`config.mk`:
```
export PLATFORM = sky130hd
export DESIGN_NAME = bin_to_gray_counter
export DESIGN_NICKNAME = d
export VERILOG_FILES = /design/src/rtl/bin_to_gray_counter.sv
export SDC_FILE = /design/constraint.sdc
export NUM_CORES = 1
export LEC_CHECK = 0
export BUFFER_PORTS_ARGS = -buffer_cell sky130_fd_sc_hd__buf_2
export CORE_AREA = 2 2 39 41
export CTS_BUF_LIST = sky130_fd_sc_hd__clkbuf_4 sky130_fd_sc_hd__clkbuf_8
export CTS_CLUSTER_DIAMETER = 200
export DETAILED_ROUTE_END_ITERATION = 6
export DIE_AREA = 0 0 41 43
export GPL_TIMING_DRIVEN = 1
export HOLD_SLACK_MARGIN = 0.08
export PLACE_DENSITY = 0.67
export SYNTH_ARGS = -nofsm -noshare
export SYNTH_HDL_FRONTEND = slang
export SYNTH_SLANG_ARGS = --single-unit
```
`constraint.sdc`:
```
create_clock -name clk -period 2 [get_ports clk]
set_input_delay 0.3 -clock clk [delete_from_list [all_inputs] [get_ports clk]]
set_output_delay 0.3 -clock clk [all_outputs]
set_load 0.05 [all_outputs]
```
`src/rtl/bin_to_gray_counter.sv`:
```
// Up/down binary counter with a separately registered Gray-code output and a
// one-cycle wrap pulse; bin and gray are updated together from the same next value.
module bin_to_gray_counter #(
  parameter int WIDTH = 4
) (
  input  logic             clk,
  input  logic             rst,
  input  logic             en,
  input  logic             up,
  input  logic             load,
  input  logic [WIDTH-1:0] load_bin,
  output logic [WIDTH-1:0] bin,
  output logic [WIDTH-1:0] gray,
  output logic             wrap
);

  localparam logic [WIDTH-1:0] ALL_ONES = '1;
  localparam logic [WIDTH-1:0] ONE      = WIDTH'(1);

  logic [WIDTH-1:0] r_cnt;
  logic [WIDTH-1:0] r_gray;
  logic             r_wrap;

  logic [WIDTH-1:0] w_cnt_step;
  logic [WIDTH-1:0] w_cnt_src;
  logic [WIDTH-1:0] w_gray_next;
  logic             w_step_wrap;

  always_comb begin
    w_cnt_step  = up ? (r_cnt + ONE) : (r_cnt - ONE);
    w_step_wrap = up ? (r_cnt == ALL_ONES) : (r_cnt == '0);
    w_cnt_src   = load ? load_bin : w_cnt_step;
  end

  // Gray code of the value about to be written, so gray never lags bin.
  genvar gi;
  generate
    for (gi = 0; gi < WIDTH - 1; gi++) begin : g_gray
      assign w_gray_next[gi] = w_cnt_src[gi] ^ w_cnt_src[gi+1];
    end
  endgenerate
  assign w_gray_next[WIDTH-1] = w_cnt_src[WIDTH-1];

  always_ff @(posedge clk) begin
    if (rst) begin
      r_cnt  <= '0;
      r_gray <= '0;
      r_wrap <= 1'b0;
    end else if (load) begin
      r_cnt  <= load_bin;
      r_gray <= w_gray_next;
      r_wrap <= 1'b0;
    end else if (en) begin
      r_cnt  <= w_cnt_step;
      r_gray <= w_gray_next;
      r_wrap <= w_step_wrap;
    end else begin
      r_wrap <= 1'b0;
    end
  end

  assign bin  = r_cnt;
  assign gray = r_gray;
  assign wrap = r_wrap;

endmodule
```
==> results of run 1 <==
[cell type report]
cell class / instances / area, um2 / area share [%]
clock buffers: 3 / 22.5 / 3.61
inverters: 5 / 18.8 / 3.01
multi-input cells: 46 / 308 / 49.4
flip-flops and latches: 8 / 161 / 25.9
well taps: 16 / 20.0 / 3.21
repair buffers: 18 / 92.6 / 14.9
[worst paths after layout]
check                    from  endpoint  slack [ps]  cells past startpoint
setup / recovery       bin[1]   gray[2]         260                      6
hold / removal    load_bin[0]    bin[0]         320                      3
setup reg to reg       bin[1]   gray[2]         260                      6
hold reg to reg        bin[2]    bin[2]         530                      2
[cell usage in the layout, fill, tap and decap left out, drive strengths merged]
cell type	Yosys	routed
inv	5	5
ha	2	2
or3	1	1
o21a	1	1
o31ai	1	1
a211oi	2	2
buf	4	18
o311ai	1	1
a221oi	1	1
nor4	2	2
a21oi	9	9
dfxtp	8	8
nand3	2	2
xnor2	5	5
a22oi	1	1
clkbuf	2	3
nor2b	1	1
a211o	1	1
xor2	2	2
nor2	7	7
nand2	3	3
o2bb2ai	1	1
fa	1	1
and3	1	1
nor3	1	1
[per-layer routing]
metal,vias to the layer above,share of wire [%]
met5,-,0
met1,232,44
met2,10,50
met4,0,0.81
li1,255,-
met3,2,5.4
[logic make-up after synthesis]
family                     after synthesis  share of synthesized area (%)
adders and majority gates                3                           8.72
xor gates and xnor gates                 7                           11.9
and+or+nand+nor                         18                           16.2
buffers and inverters                   11                           9.44
AOI/OAI and AO/OA                       18                           22.8
DFF                                      8                           31.0
[critical path: cells and delay by family (launching register included)]
kind / cells / cell delay (ps)
xor+xnor: 1 / 170
flops: 1 / 400
compound gates: 3 / 620
buf+inv: 1 / 90
fa+ha+maj: 1 / 380
[registers in the layout, summed over array words and instances (netlist names)]
| register | cells |
|---|---|
| wrap | 1 |
| gray | 3 |
| bin | 4 |
[metrics by stage]
stage | setup slack (ps) | utilization [%] | hold slack, ps
after CTS | 260 | 45.0 | 314
after detailed placement | 210 | 43.4 | 519
final | 255 | 45.0 | 318
after floorplan | 69.6 | - | 443
after global routing | 180 | 45.0 | 312
after global placement | 252 | 43.4 | 532
[where the power goes]
| group | internal (mW) | switching (mW) |
|---|---|---|
| registers | 0.174 | 0.0114 |
| clock network | 0.0684 | 0.0511 |
| logic | 0.0631 | 0.122 |
| total | 0.306 | 0.184 |
==> summary.md, run 1 <==
| Metric | Value |
|---|---|
| Post-synth top cells | a21oi_1 (9), dfxtp_1 (8), nor2_1 (7) |
| Setup Fix Bufs, Post-CTS | 0 |
| Setup Skew | around 5.9 ps |
| Tot Pwr | roughly 490 uW |
| Register area share after synthesis | a little under a third |
| Grt total ovfl | 0 |
| Nets | 94 |
| Cts hold-fix bufs | 0 |
| CP Max Fanout | 5 |
| Clock latency on the worst-skew pair | ~250 ps |
| Met1 GRT Util | 18.9% |
| Die width | between 40 and 50 um |
| Initial Utilization | 37.3% |
| Cts bufs inserted | 3 |
| Total die area | around 1800 um2 |
| Worst endpoint data arrival time | 1920 ps |
| Peak Freq | 573 MHz |
| Largest net degree at the start of global routing | 18 |
| Layout area overhead | 20.6% |
| Post-synth EDFFs | 0 |
| Crit path required time | ~2200 ps |
| Worst Setup Start Kind | flop |
| Rows | 14 |
| Tcrit/Tclk final | 87.2% |
| PwrDens | just under 800 nW/um2 |
| Primary FF master, synth | dfxtp_1 |
| GPL Wtd Cong | between 0.7 and 0.8 |
| Post-CTS Resized | 0 |
| Slew headroom | ~78% |
| Yosys warnings | 0 |
| Routed Antenna Nets | 0 |
| TNS Setup | 0 ps |
| Syn_nets | 77 |
| Via density per instance | about 5.2 |
| Leak Pwr | between 0.2 and 0.3 nW |
| Die Y | around 43 um |
| HP Class | input port to flop |
| Clock sinks | 8 |
| Dpl cells | 93 |
| Dpl hpwl | ~870 um |
| Area share of the largest cell type after synthesis | a little under a third |
| Design area | 623 um2 |
| Slew Limit Fails | 0 |
| Worst Max-Slew Pin Slew | roughly 330 ps |
| Share of cells above drive strength 1 | roughly 28% |
| Vias in the first global route | between 400 and 500 |
| DP Area | around 600 um2 |
| First-pass GRT wire length | 1810 um |
| Core Area | roughly 1400 um2 |
| Worst path max stage delay | around 400 ps |
| CTS tree | yes |
| Total global-route track usage | roughly 16% |
| Max-Cap Viols | 0 |
| Slowest cell on the critical path | dfxtp_1 |
| Initial antenna violation count | 0 |
| # diodes | 0 |
| I/O pins | 18 |
| Post-Synthesis Cell Area | ~520 um2 |
| Bufs on Longest Clock Path | 2 |
| Worst Setup End Kind | flop |
| Most frequent cell after synthesis | a21oi_1 |
| Status | complete, no violations |
| Critical path class | flop to flop |
| Routed via count | about 500 |
| CP Cell Sequence | inv_1 -> fa_1 -> xnor2_1 -> a22oi_1 -> o311ai_0 -> o2bb2ai_1 |
| Met2 Use GR | about 23% |
| Number of I/O port buffers | 17 |
| Aggregate routed wire length | 1110 um |
| RSZ-0062 raised after global routing | false |
| Async SR Flop Fraction | 0% |
| DRC | 0 |
| Post-Syn Instances | 65 |
| Synthesized area per cell | 7.95 um2 |
| Global route hottest layer | met2 |
| Flip-flop and latch count after synthesis | 8 |
| Drt initial violations | 7 |
| Final setup viols | 0 |
| VDD IR max | 0.000507 V |
| Avg WL per Cell | about 12 um |
| Minimum clock period | between 1500 and 2000 ps |
| Met3 Use GR | under 10% |
| Clk slew on worst S/H paths | around 50 ps |
| DRT Pass-1 Iters | 4 |
| Clock root cell | clkbuf_4 |
| CTS H-tree lvls | 1 |
| Fill cells | 147 |
| Yosys top cell by area | dfxtp_1 |
| Largest cells by area after synthesis | dfxtp_1 (31%), a21oi_1 (8.7%), xnor2_1 (8.5%) |
| Final hold violation count | 0 |
| Final std cells w/o fill | 96 |
| Synth cell types | 28 |
Note: power is estimated with default switching activity, not from simulation.
==> inputs of run 2 (changes only) <==
==> constraint.sdc (replaced) <==
create_clock -name clk -period 2 [get_ports clk]
set_input_delay 0.6 -clock clk [delete_from_list [all_inputs] [get_ports clk]]
set_output_delay 0.6 -clock clk [all_outputs]
set_load 0.05 [all_outputs]
==> run 2 against run 1 <==
- die area is the same
- global-route usage about the same
- flip-flop and latch count stayed put
- clock skew up 1.5 ps
- non-clock buffer count up 2
- cell count is 2.1% higher
- critical path depth increased by 1
- worst hold slack better by 200 ps
==> summary.md, run 2 (synthesized netlist as in run 1, its figures left out) <==
| Metric | Value |
|---|---|
| Routed via count | about 500 |
| Psw | between 150 and 200 uW |
| Share of cells above drive strength 1 | between 20% and 30% |
| CTS tree | yes |
| Tot Pwr | 496 uW |
| Total global-route track usage | between 10% and 20% |
| Clock sinks | 8 |
| Critical path class | input port to flop |
| Avg WL per Cell | approximately 12 um |
| Total die area | roughly 1800 um2 |
| Area of the multi-input gates | about 310 um2 |
| Grt total ovfl | 0 |
| Setup Fix Bufs, Post-CTS | 0 |
| RSZ-0062 raised after global routing | false |
| Top cell by count, worst path | a21oi_1 |
| I/O pins | 18 |
| CP Max Fanout | 4 |
| VDD IR max | between 0.0003 and 0.0004 V |
| Pre-CTS worst setup slack | -63.3 ps |
| Initial antenna violation count | 0 |
| Final core utilization | 46.1% |
| Clock root cell | clkbuf_4 |
| CP Cell Sequence | buf_2 -> inv_1 -> ha_1 -> a21oi_1 -> a21oi_1 -> or3_1 -> o2bb2ai_1 |
| DP Area | around 620 um2 |
| DRT Pass-1 Iters | 4 |
| Worst path max stage delay | ~360 ps |
| Nets | 96 |
| Most frequent cells in the layout | buf_2 (17), a21oi_1 (9), nor2_1 (7), dfxtp_1 (7) |
| FF/Latch Area | roughly 160 um2 |
| Cts hold-fix bufs | 0 |
| PwrDens | just under 800 nW/um2 |
| Final hold violation count | 0 |
| Fill cells | 157 |
| Met3 Use GR | a little under a tenth |
| HP Class | flop to flop |
| Switching Fraction | a little under two fifths |
| Worst Setup End Kind | flop |
| Clock share of power | roughly 25% |
| Status | complete, no violations |
| Core Area | around 1400 um2 |
| Via density per instance | 5.14 |
| Initial Utilization | a little under two fifths |
| Drt initial violations | 12 |
| GPL Wtd Cong | 0.769 |
| Peak Freq | 556 MHz |
| Slew Limit Fails | 0 |
| Die width | a little over 40 um |
| Number of I/O port buffers | 17 |
| TNS Setup | 0 ps |
| Die Y | roughly 43 um |
| Largest net degree at the start of global routing | 18 |
| Layout area overhead | 23.5% |
| CTS H-tree lvls | 1 |
| Met1 GRT Util | 18.0% |
| Design area | about 640 um2 |
| Global route hottest layer | met2 |
| First-pass GRT wire length | between 1500 and 2000 um |
| Setup Skew | approximately 7.4 ps |
| Crit path required time | 2140 ps |
| Slew headroom | 79.7% |
| Largest register FFs | 4 |
| Seq pwr share | between 30% and 40% |
| Cts bufs inserted | 3 |
| Clock latency on the worst-skew pair | between 200 and 300 ps |
| Combinational power share | 37.8% |
| Worst Setup Start Kind | input port |
| DRC | 0 |
| Rows | 14 |
| Slowest cell on the critical path | or3_1 |
| Aggregate routed wire length | 1140 um |
| Post-CTS Resized | 0 |
| Worst Max-Slew Pin Slew | 304 ps |
| Clk slew on worst S/H paths | ~60 ps |
| Max-Cap Viols | 0 |
| Bufs on Longest Clock Path | 2 |
| Minimum clock period | approximately 1800 ps |
| # diodes | 0 |
| Dpl hpwl | 895 um |
| Met2 Use GR | about a quarter |
| Tcrit/Tclk final | about nine tenths |
| Final setup viols | 0 |
| Worst endpoint data arrival time | around 1900 ps |
| Internal Pwr Total | around 310 uW |
| Setup slack after layout | between 200 and 250 ps |
| Most common cell after layout, fill and taps aside | buf_2 |
| Routed Antenna Nets | 0 |
| R2R setup slack | between 200 and 300 ps |
| Vias in the first global route | around 440 |
| Leak Pwr | 0.294 nW |
==> run 2: cell types whose count changed in the layout (fill, tap and decap cells not counted), sizes merged <==
cell  change
buf       +2
==> run 2: final cells by class <==
type | count | share of cell area, %
Multi-Input combinational cell | 46 | 48.2
Sequential cell | 8 | 25.3
Timing Repair Buffer | 20 | 16.9
Clock buffer | 3 | 3.53
Tap cell | 16 | 3.14
Inverter | 5 | 2.94
==> run 2: worst paths after layout <==
check | cells after the start | start | end
worst min register to register | 2 | bin[2] | bin[2]
worst max-delay path | 7 | up | gray[2]
worst min-delay path | 2 | bin[2] | bin[2]
worst max register to register | 6 | bin[1] | gray[2]
==> run 2: power by group through the flow <==
stage               clock network [mW]  registers, mW  logic (mW)
floorplan                            0          0.236      0.0979
global placement                     0          0.189       0.186
detailed placement                   0          0.190       0.187
CTS                              0.128          0.186       0.189
global route                     0.136          0.187       0.203
finish                           0.122          0.186       0.188
==> run 2: worst max-delay path, delay by kind of cell <==
family                     cells  cell delay, ps
and+or+nand+nor                1             360
AOI/OAI and AO/OA              3             430
adders and majority gates      1             350
buffers and inverters          2             190
==> run 2: stage by stage <==
stage | hold WS (ps) | instances
2_1_floorplan | 705 | 65
5_1_grt | 569 | 98
4_1_cts | 522 | 98
3_3_place_gp | 507 | 95
3_5_place_dp | 519 | 95
6_report | 522 | 98
==> run 2: layer usage <==
metal | routed length (um) | vias to the layer above
met4 | 0 | 0
met3 | 65 | 0
li1 | - | 262
met5 | 0 | -
met2 | 555 | 10
met1 | 515 | 232
